$ cat src/rtl/d_cache_fm_req_q.sv
// Far-memory request queue: in-order fills/writebacks to FM, outstanding-read limit, FM read responses back to the TQ.
// Optional D_CACHE_FMQ_RSP_REG_EN: registers the fm2cache_* response path (1-cycle latency).
module d_cache_fm_req_q #(
  parameter int DEPTH     = 8,
  parameter int CL_ADDR_W = 28,
  parameter int CL_DATA_W = 128,
  parameter int TQ_ID_W   = 3,
  parameter int MAX_OUTST = 8
) (
  input  logic                 clk,
  input  logic                 rst,
  input  logic                 miss_rd_valid,
  input  logic [TQ_ID_W-1:0]   miss_rd_tq_id,
  input  logic [CL_ADDR_W-1:0] miss_rd_cl_addr,
  input  logic                 evict_wr_valid,
  input  logic [CL_ADDR_W-1:0] evict_wr_cl_addr,
  input  logic [CL_DATA_W-1:0] evict_wr_cl_data,
  output logic                 fmq_stall,
  output logic                 fm_req_valid,
  input  logic                 fm_req_ready,
  output logic                 fm_req_is_wr,
  output logic [CL_ADDR_W-1:0] fm_req_cl_addr,
  output logic [CL_DATA_W-1:0] fm_req_cl_data,
  output logic [TQ_ID_W-1:0]   fm_req_tq_id,
  input  logic                 fm_rsp_valid,
  input  logic [TQ_ID_W-1:0]   fm_rsp_tq_id,
  input  logic [CL_DATA_W-1:0] fm_rsp_cl_data,
  output logic                 fm2cache_valid,
  output logic [TQ_ID_W-1:0]   fm2cache_tq_id,
  output logic [CL_DATA_W-1:0] fm2cache_cl_data,
  output logic                 fmq_err
);

  localparam int PTR_W = $clog2(DEPTH);
  localparam int CNT_W = PTR_W + 1;
  localparam int OST_W = $clog2(MAX_OUTST + 1);

  typedef struct packed {
    logic                 is_wr;
    logic [CL_ADDR_W-1:0] addr;
    logic [CL_DATA_W-1:0] data;
    logic [TQ_ID_W-1:0]   tq_id;
  } fmq_entry_t;

  fmq_entry_t       mem_q [DEPTH];
  logic [PTR_W-1:0] wr_ptr_q, wr_ptr_d, rd_ptr_q, rd_ptr_d, mi_idx;
  logic [CNT_W-1:0] count_q, count_d, avail;
  logic [OST_W-1:0] outst_q, outst_d;
  logic             err_q, err_d;
  logic             req_vld, pop, ev_ok, mi_ok, drop, rd_inc, rsp_dec, rsp_orphan;
  fmq_entry_t       head;

  assign head = mem_q[rd_ptr_q];

  // A read head at the in-flight limit blocks everything behind it to keep FM order.
  assign req_vld = (count_q != '0) && !(!head.is_wr && (outst_q == OST_W'(MAX_OUTST)));
  assign pop     = req_vld && fm_req_ready;

  always_comb begin
    fm_req_valid   = 1'b0;
    fm_req_is_wr   = 1'b0;
    fm_req_cl_addr = '0;
    fm_req_cl_data = '0;
    fm_req_tq_id   = '0;
    if (req_vld) begin
      fm_req_valid   = 1'b1;
      fm_req_is_wr   = head.is_wr;
      fm_req_cl_addr = head.addr;
      fm_req_cl_data = head.data;
      fm_req_tq_id   = head.tq_id;
    end
  end

  // Slots freed by this cycle's pop are reusable by this cycle's pushes; evict takes the older slot.
  assign avail    = CNT_W'(DEPTH) - count_q + CNT_W'(pop);
  assign ev_ok    = evict_wr_valid && (avail != '0);
  assign mi_ok    = miss_rd_valid && (avail > CNT_W'(ev_ok));
  assign drop     = (evict_wr_valid && !ev_ok) || (miss_rd_valid && !mi_ok);
  assign mi_idx   = wr_ptr_q + PTR_W'(ev_ok);
  assign wr_ptr_d = wr_ptr_q + PTR_W'(ev_ok) + PTR_W'(mi_ok);
  assign rd_ptr_d = rd_ptr_q + PTR_W'(pop);
  assign count_d  = count_q + CNT_W'(ev_ok) + CNT_W'(mi_ok) - CNT_W'(pop);

  // Looks at post-update occupancy so a low stall guarantees room for two pushes next cycle.
  assign fmq_stall = (CNT_W'(DEPTH) - count_d) < CNT_W'(2);

  assign rd_inc     = pop && !head.is_wr;
  assign rsp_orphan = fm_rsp_valid && (outst_q == '0);
  assign rsp_dec    = fm_rsp_valid && !rsp_orphan;
  assign outst_d    = outst_q + OST_W'(rd_inc) - OST_W'(rsp_dec);
  assign err_d      = err_q || drop || rsp_orphan;
  assign fmq_err    = err_q;

  always_ff @(posedge clk or posedge rst) begin
    if (rst) begin
      wr_ptr_q <= '0;
      rd_ptr_q <= '0;
      count_q  <= '0;
      outst_q  <= '0;
      err_q    <= 1'b0;
    end else begin
      wr_ptr_q <= wr_ptr_d;
      rd_ptr_q <= rd_ptr_d;
      count_q  <= count_d;
      outst_q  <= outst_d;
      err_q    <= err_d;
    end
  end

  // Payload storage needs no reset; visibility is governed by count_q.
  always_ff @(posedge clk) begin
    if (ev_ok)
      mem_q[wr_ptr_q] <= '{is_wr: 1'b1, addr: evict_wr_cl_addr, data: evict_wr_cl_data, tq_id: '0};
    if (mi_ok)
      mem_q[mi_idx] <= '{is_wr: 1'b0, addr: miss_rd_cl_addr, data: '0, tq_id: miss_rd_tq_id};
  end

`ifdef D_CACHE_FMQ_RSP_REG_EN
  logic                 rsp_vld_q;
  logic [TQ_ID_W-1:0]   rsp_tq_q;
  logic [CL_DATA_W-1:0] rsp_data_q;

  always_ff @(posedge clk or posedge rst) begin
    if (rst) begin
      rsp_vld_q  <= 1'b0;
      rsp_tq_q   <= '0;
      rsp_data_q <= '0;
    end else begin
      rsp_vld_q  <= fm_rsp_valid;
      rsp_tq_q   <= fm_rsp_tq_id;
      rsp_data_q <= fm_rsp_cl_data;
    end
  end

  assign fm2cache_valid   = rsp_vld_q;
  assign fm2cache_tq_id   = rsp_tq_q;
  assign fm2cache_cl_data = rsp_data_q;
`else
  assign fm2cache_valid   = fm_rsp_valid;
  assign fm2cache_tq_id   = fm_rsp_tq_id;
  assign fm2cache_cl_data = fm_rsp_cl_data;
`endif

endmodule

$ cat config.mk
export PLATFORM = sky130hd
export DESIGN_NAME = d_cache_fm_req_q
export DESIGN_NICKNAME = d
export VERILOG_FILES = /design/src/rtl/d_cache_fm_req_q.sv
export SDC_FILE = /design/constraint.sdc
export NUM_CORES = 2
export LEC_CHECK = 0
export CAP_MARGIN = 20
export CORE_ASPECT_RATIO = 1.4
export CORE_UTILIZATION = 45
export DETAILED_ROUTE_END_ITERATION = 12
export DONT_BUFFER_PORTS = 1
export HOLD_SLACK_MARGIN = 0.05
export SYNTH_ARGS = -nofsm -noshare
export SYNTH_HDL_FRONTEND = slang
export SYNTH_SLANG_ARGS = --single-unit
export TNS_END_PERCENT = 5
$ cat constraint.sdc
create_clock -name clk -period 17.9 [get_ports clk]
set_input_delay 1.79 -clock clk [delete_from_list [all_inputs] [get_ports clk]]
set_output_delay 1.79 -clock clk [all_outputs]
set_load 0.005 [all_outputs]
## After elaboration in Yosys (flattened, before gate mapping)

Memories as Yosys holds them, arrays and structs flattened.
Index checks and enable logic that the tools add are counted.
Widths: inputs -> output; s select.

- $add $sub $neg: 11
- $lt $le $gt $ge: 2
- Eq/ne operators: 1
- Multiplexer cells: 9
- Reduce and logical (&&, ||, !) cells: 21

Operators by type and width:

| operator | count |
|---|---|
| $mux 128 | 1 |
| $mux 28 | 1 |
| $add 4x1->4 | 4 |
| $logic_and 1x1->1 | 10 |
| $add 3x1->3 | 3 |
| $reduce_bool 4->1 | 2 |
| $sub 4x1->4 | 2 |
| $sub 4x4->4 const A | 2 |
| $mux 1 | 6 |
| $logic_not 1->1 | 5 |
| $eq 4x4->1 const B | 1 |
| $gt 4x1->1 | 1 |
| $logic_not 4->1 | 1 |
| $lt 4x2->1 const B | 1 |
| $logic_or 1x1->1 | 3 |
| $mux 3 | 1 |

- Bits in registers: 15
- RAM bits: 1280
- Bits of input ports: 324
- Output and inout port bits: 295
- Word-level logic and storage cells: 50
- Memories: 1

Memory list:

| memory | words | bits a word | read ports | clocked after memory_dff | wr ports | line | RTL |
|---|---|---|---|---|---|---|---|
| mem_q | 8 | 160 | 1 | 0 | 2 | 45 | `fmq_entry_t mem_q [DEPTH];` |

## Depth between registers and ports, before layout

An unclocked memory read counts as a cell.

- Word-level depth: 16
- Mapped depth: 28
- Mapped depth without buffers: 24

## Least setup slack after synthesis

OpenSTA, ideal clock, no wires.

- Path kind: input to output
- Start: input fm_req_ready
- End: output fmq_stall
- Data arrival time: 5.715 ns
- Data required time: 16.110 ns
- Slack: 10.395 ns
- Stages: 20
- Buffers on the path: 2
- Cells stage by stage: nand2_1 -> ha_1 -> inv_1 -> ha_1 -> xnor2_2 -> nor3b_1 -> buf_4 -> nand2_1 -> nand2_1 -> inv_1 -> ha_1 -> or2_1 -> buf_1 -> a31oi_1 -> fa_1 -> fa_1 -> inv_1 -> ha_1 -> or3_1 -> a21oi_1

- Word-level cells in the longest chain between the ends: 10
- Elaborated cells between the ends (all ways): 11
- Classes of those cells: add/sub (5); order compare (2); reduce/logical (4)

RTL lines:

| what | line | RTL |
|---|---|---|
| start, declared | 20 | `input logic fm_req_ready,` |
| $logic_and 1x1->1 (*) | 57 | `assign pop = req_vld && fm_req_ready;` |
| $add 4x1->4 | 75 | `assign avail = CNT_W'(DEPTH) - count_q + CNT_W'(pop);` |
| $reduce_bool 4->1 | 76 | `assign ev_ok = evict_wr_valid && (avail != '0);` |
| $logic_and 1x1->1 | 76 |  |
| $gt 4x1->1 | 77 | `assign mi_ok = miss_rd_valid && (avail > CNT_W'(ev_ok));` |
| $logic_and 1x1->1 | 77 |  |
| $add 4x1->4 | 82 | `assign count_d = count_q + CNT_W'(ev_ok) + CNT_W'(mi_ok) - CNT_W'(pop);` |
| $sub 4x1->4 (*) | 82 |  |
| net count_d[1] | 47 | `logic [CNT_W-1:0] count_q, count_d, avail;` |
| $sub 4x4->4 (*) | 85 | `assign fmq_stall = (CNT_W'(DEPTH) - count_d) < CNT_W'(2);` |
| $lt 4x2->1 (*) | 85 |  |
| end, declared | 18 | `output logic fmq_stall,` |

Mark *: on every way through the listed nets, which the timed path passes. The rest lies on a longest branch.

## Worst setup path in the final report

- Start: register rd_ptr_q[0]
- End: output fmq_stall

- Word-level cells in the longest chain between the ends: 15
- Elaborated cells between the ends (all ways): 16
- Classes of those cells: add/sub (5); order compare (2); reduce/logical (8); memory (1)

RTL lines:

| what | line | RTL |
|---|---|---|
| start, declared | 46 | `logic [PTR_W-1:0] wr_ptr_q, wr_ptr_d, rd_ptr_q, rd_ptr_d, mi_idx;` |
| start signal, assigned | 103 | `rd_ptr_q <= rd_ptr_d;` |
| $mem_v2 8x160 (*) | -- |  |
| $logic_not 1->1 (*) | 56 | `assign req_vld = (count_q != '0) && !(!head.is_wr && (outst_q == OST_W'(MAX_OUTST)));` |
| $logic_and 1x1->1 (*) | 56 |  |
| $logic_not 1->1 (*) | 56 |  |
| $logic_and 1x1->1 (*) | 56 |  |
| $logic_and 1x1->1 (*) | 57 |  |
| $add 4x1->4 | 75 |  |
| $reduce_bool 4->1 | 76 |  |
| $logic_and 1x1->1 | 76 |  |
| $gt 4x1->1 | 77 |  |
| $logic_and 1x1->1 | 77 |  |
| $add 4x1->4 | 82 |  |
| $sub 4x1->4 (*) | 82 |  |
| net count_d[1] | 47 |  |
| $sub 4x4->4 (*) | 85 |  |
| $lt 4x2->1 (*) | 85 |  |

Marks and branches as above.

==> results_dict.tcl <==
set metrics [dict create \
    setup-tns-final_ns 0 \
    layout-area-overhead-vs-synth_pct 5.488 \
    cpMaxStageDelayCell "sky130_fd_sc_hd__dfrtp_4" \
    finalNonFillerCells 7929 \
    grt.total_usage_pct 30.00 \
    detail_route.iter0.violations 4317 \
    fin_area_mm2 0.06246 \
    slew-limit-headroom_pct 22.88 \
    floorplan.die.height_um 431.2 \
    drv.max_cap_violation_count 0 \
    avgViaCountPerCell 5.883 \
    htreeDepth 4 \
    pin_count_of_the_biggest_net_entering_global_routing 142 \
    total_of_cells_resized_after_clock_tree_synthesis 0 \
    post_drt_wl_per_cell_um 25.45 \
    number_of_antenna_violations_at_the_first_check_in_global_routing 0 \
    report.final.slew_viol_count 0 \
    power.share.sequential_pct 37.2 \
    cts-hold-fix-buffers 0 \
    area_of_the_multi_input_gates_mm2 0.02667 \
    critPathLaunchType "flop" \
    static-leakage-power_nw 22.79 \
    max-vdd-ir-drop_uv 140.1 \
    min-delay-path-class "reg2reg" \
    diodes 0 \
    grt_first_pass_wirelength_mm 299.4 \
    placement_rows 157 \
    vias 46645 \
    ys_seq_elements 1295 \
    io_pins 619 \
    comb_power_share_pct 41.8 \
    crit_required_ns 16.11 \
    remaining_drc_errors 0 \
    grt-ovfl-total 0 \
    clock_edge_transition_at_the_registers_on_the_reported_setup_and_hold_paths_ns 0.06 \
    initial_core_util_pct 45.33 \
    drt_first_pass_iters 8 \
    worstRegToRegCells 22 \
    fin_crit_ns 10.01 \
    mappedNetlistArea_mm2 0.05921 \
    input_output_buffers 0 \
    number_of_enable_flip_flop_cells_after_synthesis 248 \
    globalplace.congestion 0.7874 \
    rsz0062_at_grt "no" \
    clock-root-buffer "sky130_fd_sc_hd__clkbuf_16" \
    outcome "finished, final reports clean" \
    min_period_over_period_pct 55.92 \
    first_global_vias 46250 \
    power.density_cell_area_mw_per_mm2 211.9 \
    fill_cells 12253 \
    cts_buffer_depth 3 \
    critPathLaunch "rd_ptr_q[0]" \
    setup.worst_path.end_class "primary output" \
    power_mw 13.23 \
    syn-mean-instance-area_um2 8.827 \
    postSynth.asyncResetShare_pct 1.158 \
    synth.distinct_cells 51 \
    synth-main-ff-cell "sky130_fd_sc_hd__dfxtp_1" \
    crit_path_max_fanout 42 \
    fmaxAchievable_mhz 99.90 \
    list_of_cells_traversed_by_the_critical_path "mux4_2 > mux2i_1 > a31o_4 > inv_1 > nand2_1 > ha_1 > inv_1 > ha_1 > xnor2_2 > nor3b_2 > buf_4 > nand2_1 > nand2_1 > inv_1 > ha_1 > or2_1 > a31oi_1 > fa_1 > fa_1 > inv_1 > ha_1 > or3_1 > a21oi_1" \
    area_of_the_die_mm2 0.1331 \
    seq_area_frac_synth_pct 48.10 \
    finalNetCount 6422 \
    netlist_instances 6708 \
    cp-endpoint "fmq_stall" \
    mappedNetlistNets 7056 \
    final.setup_skew_ns 0.02809 \
    tightest_slew_ns 1.157 \
    cts_tree "yes" \
    final_util_pct 47.82 \
    post-dp-hpwl_mm 107.2 \
    rrSetupSlack_ns 9.42 \
    clock_share_of_power_pct 21.0 \
    timing.critical_path.slowest_cell_delay_ns 0.97 \
    cts-buffers-inserted 132 \
    p_sw_share_pct 39.83 \
    worst_r2r_endpoint "mem_q[0][152]" \
    clk-insertion-delay-late_ns 0.80 \
    placed_cells_incl_taps 7689 \
    drive_gt1_share_pct 10.65 \
    final_hold_viol_count 0 \
    drt-total-wl_mm 201.8 \
    post-cts-setup-buffers 0 \
    type_of_the_worst_setup_path "reg2out" \
    die_width_um 308.6 \
    clock_sinks 1295 \
    synth-warning-count 0 \
    reg_area_mm2 0.02849 \
    coreArea_mm2 0.1306 \
    total_of_endpoints_with_negative_setup_slack_in_the_final_report 0 \
    rr_startpoint "rd_ptr_q[0]" \
    internal_power_mw 7.964 \
    cp_data_arrival_time_ns 8.22 \
    dpl_cell_area_mm2 0.05819 \
    p_sw_mw 5.271 \
    route.antenna.remaining_nets 0 \
]
-- worst min path at each step --
stage	start	endpoint	slack [ns]	depth (start not counted)
after floorplan	mem_q[1][100]	mem_q[1][100]	0.43	2
after global routing	mem_q[0][43]	mem_q[0][43]	0.47	2
final	mem_q[6][119]	mem_q[6][119]	0.45	2
after global placement	mem_q[5][120]	mem_q[5][120]	0.44	2
after CTS	mem_q[7][48]	mem_q[7][48]	0.45	2
after detailed placement	mem_q[6][56]	mem_q[6][56]	0.44	2
-- routing by layer --
| layer | vias to the layer above | share of wire [%] | track usage [%] | wire length (µm) |
|---|---|---|---|---|
| li1 | 21044 | - | - | - |
| met1 | 22901 | 37 | 35.41 | 74340 |
| met2 | 2140 | 49 | 50.88 | 99100 |
| met3 | 560 | 9.1 | 6.504 | 18360 |
| met4 | 0 | 5.0 | 15.62 | 10040 |
| met5 | - | 0 | 0 | 0 |
-- logic make-up after synthesis --
kind of cell / Yosys count / share of synthesized area (%)
and+or+nand+nor: 2739 / 17.86
DFF: 1295 / 48.10
AOI/OAI and AO/OA: 1282 / 11.09
buffers and inverters: 876 / 7.282
muxes: 480 / 14.88
adders and majority gates: 24 / 0.5452
xor gates and xnor gates: 12 / 0.2472
-- cells in the final DEF, fill, tap and decap left out, types with 4 or more instances in the layout --
master	n
sky130_fd_sc_hd__nand2_1	2393
sky130_fd_sc_hd__dfxtp_1	1032
sky130_fd_sc_hd__a21oi_1	1028
sky130_fd_sc_hd__mux4_2	320
sky130_fd_sc_hd__edfxtp_1	248
sky130_fd_sc_hd__o21ai_0	218
sky130_fd_sc_hd__nor2_1	179
sky130_fd_sc_hd__mux2i_1	160
sky130_fd_sc_hd__clkbuf_16	135
sky130_fd_sc_hd__nand3_1	117
sky130_fd_sc_hd__buf_4	76
sky130_fd_sc_hd__clkbuf_1	29
sky130_fd_sc_hd__clkinv_2	28
sky130_fd_sc_hd__inv_1	23
sky130_fd_sc_hd__clkbuf_8	23
sky130_fd_sc_hd__ha_1	21
sky130_fd_sc_hd__and2_1	12
sky130_fd_sc_hd__and3_1	12
sky130_fd_sc_hd__dfrtp_1	12
sky130_fd_sc_hd__buf_12	9
sky130_fd_sc_hd__nand2b_2	8
sky130_fd_sc_hd__o21ai_1	7
sky130_fd_sc_hd__inv_6	7
sky130_fd_sc_hd__a21oi_4	5
sky130_fd_sc_hd__xnor2_1	5
sky130_fd_sc_hd__clkinv_1	5
sky130_fd_sc_hd__bufinv_16	5
sky130_fd_sc_hd__a311oi_4	4
sky130_fd_sc_hd__and2_4	4
sky130_fd_sc_hd__o211ai_4	4
-- registers in the layout, summed over array words and instances (netlist names) --
register,cells
rd_ptr_q,3
wr_ptr_q,3
fmq_err,1
mem_q,1280
count_q,4
outst_q,4
-- synth_stat cells (all sizes together) (2+ instances only) --
library cell / number / area (µm²)
a211oi: 2 / 25.02
ha: 21 / 262.8
dfxtp: 1032 / 20660
dfrtp: 15 / 375.4
fa: 3 / 60.06
o211ai: 4 / 50.05
a31oi: 4 / 37.53
a311oi: 4 / 60.06
nand2: 2393 / 8982
a21o: 3 / 22.52
a21oi: 1033 / 5189
nand2b: 8 / 50.05
edfxtp: 248 / 7447
o21ai: 226 / 1131
clkbuf: 326 / 1261
inv: 23 / 86.33
xnor2: 9 / 120.1
buf: 527 / 2964
nor2: 181 / 686.9
and2: 16 / 100.1
nor3b: 3 / 22.52
nor2b: 2 / 20.02
mux4: 320 / 7207
xor2: 3 / 26.28
and3: 12 / 75.07
mux2i: 160 / 1602
nand3: 117 / 585.6
-- cell type report --
class	count	share of cell area [%]
multi-input cells	4537	42.70
clock buffers	187	6.090
clock inverters	53	0.7532
flip-flops and latches	1295	45.62
well taps	1749	3.503
inverters	23	0.1382
repair buffers	85	1.202
-- power by group through the flow --
| stage | sequential, mW | clock (mW) | combinational [mW] |
|---|---|---|---|
| 3_3_place_gp | 4.92 | 0 | 5.41 |
| 2_1_floorplan | 4.72 | 0 | 4.07 |
| 5_1_grt | 5.06 | 2.92 | 5.97 |
| 4_1_cts | 4.92 | 2.81 | 5.53 |
| 6_report | 4.92 | 2.77 | 5.54 |
| 3_5_place_dp | 4.98 | 0 | 5.52 |
-- per-stage QoR --
| stage | worst slack (ns) | hold WS, ns |
|---|---|---|
| detailed placement | 8.608 | 0.4431 |
| global placement | 8.562 | 0.4382 |
| floorplan | 10.39 | 0.4331 |
| finish | 7.890 | 0.4518 |
| global route | 7.403 | 0.4667 |
| CTS | 7.747 | 0.4520 |
-- critical path, delay by kind of cell (launching register included) --
family / cells / cell delay [ns]
fa+ha+maj: 6 / 1.93
mux: 2 / 1.04
buf+inv: 5 / 0.68
compound gates: 3 / 1.20
flops: 1 / 0.97
xor+xnor: 1 / 0.18
simple gates: 6 / 1.41
No activity file was read; power rests on OpenSTA's default activity.
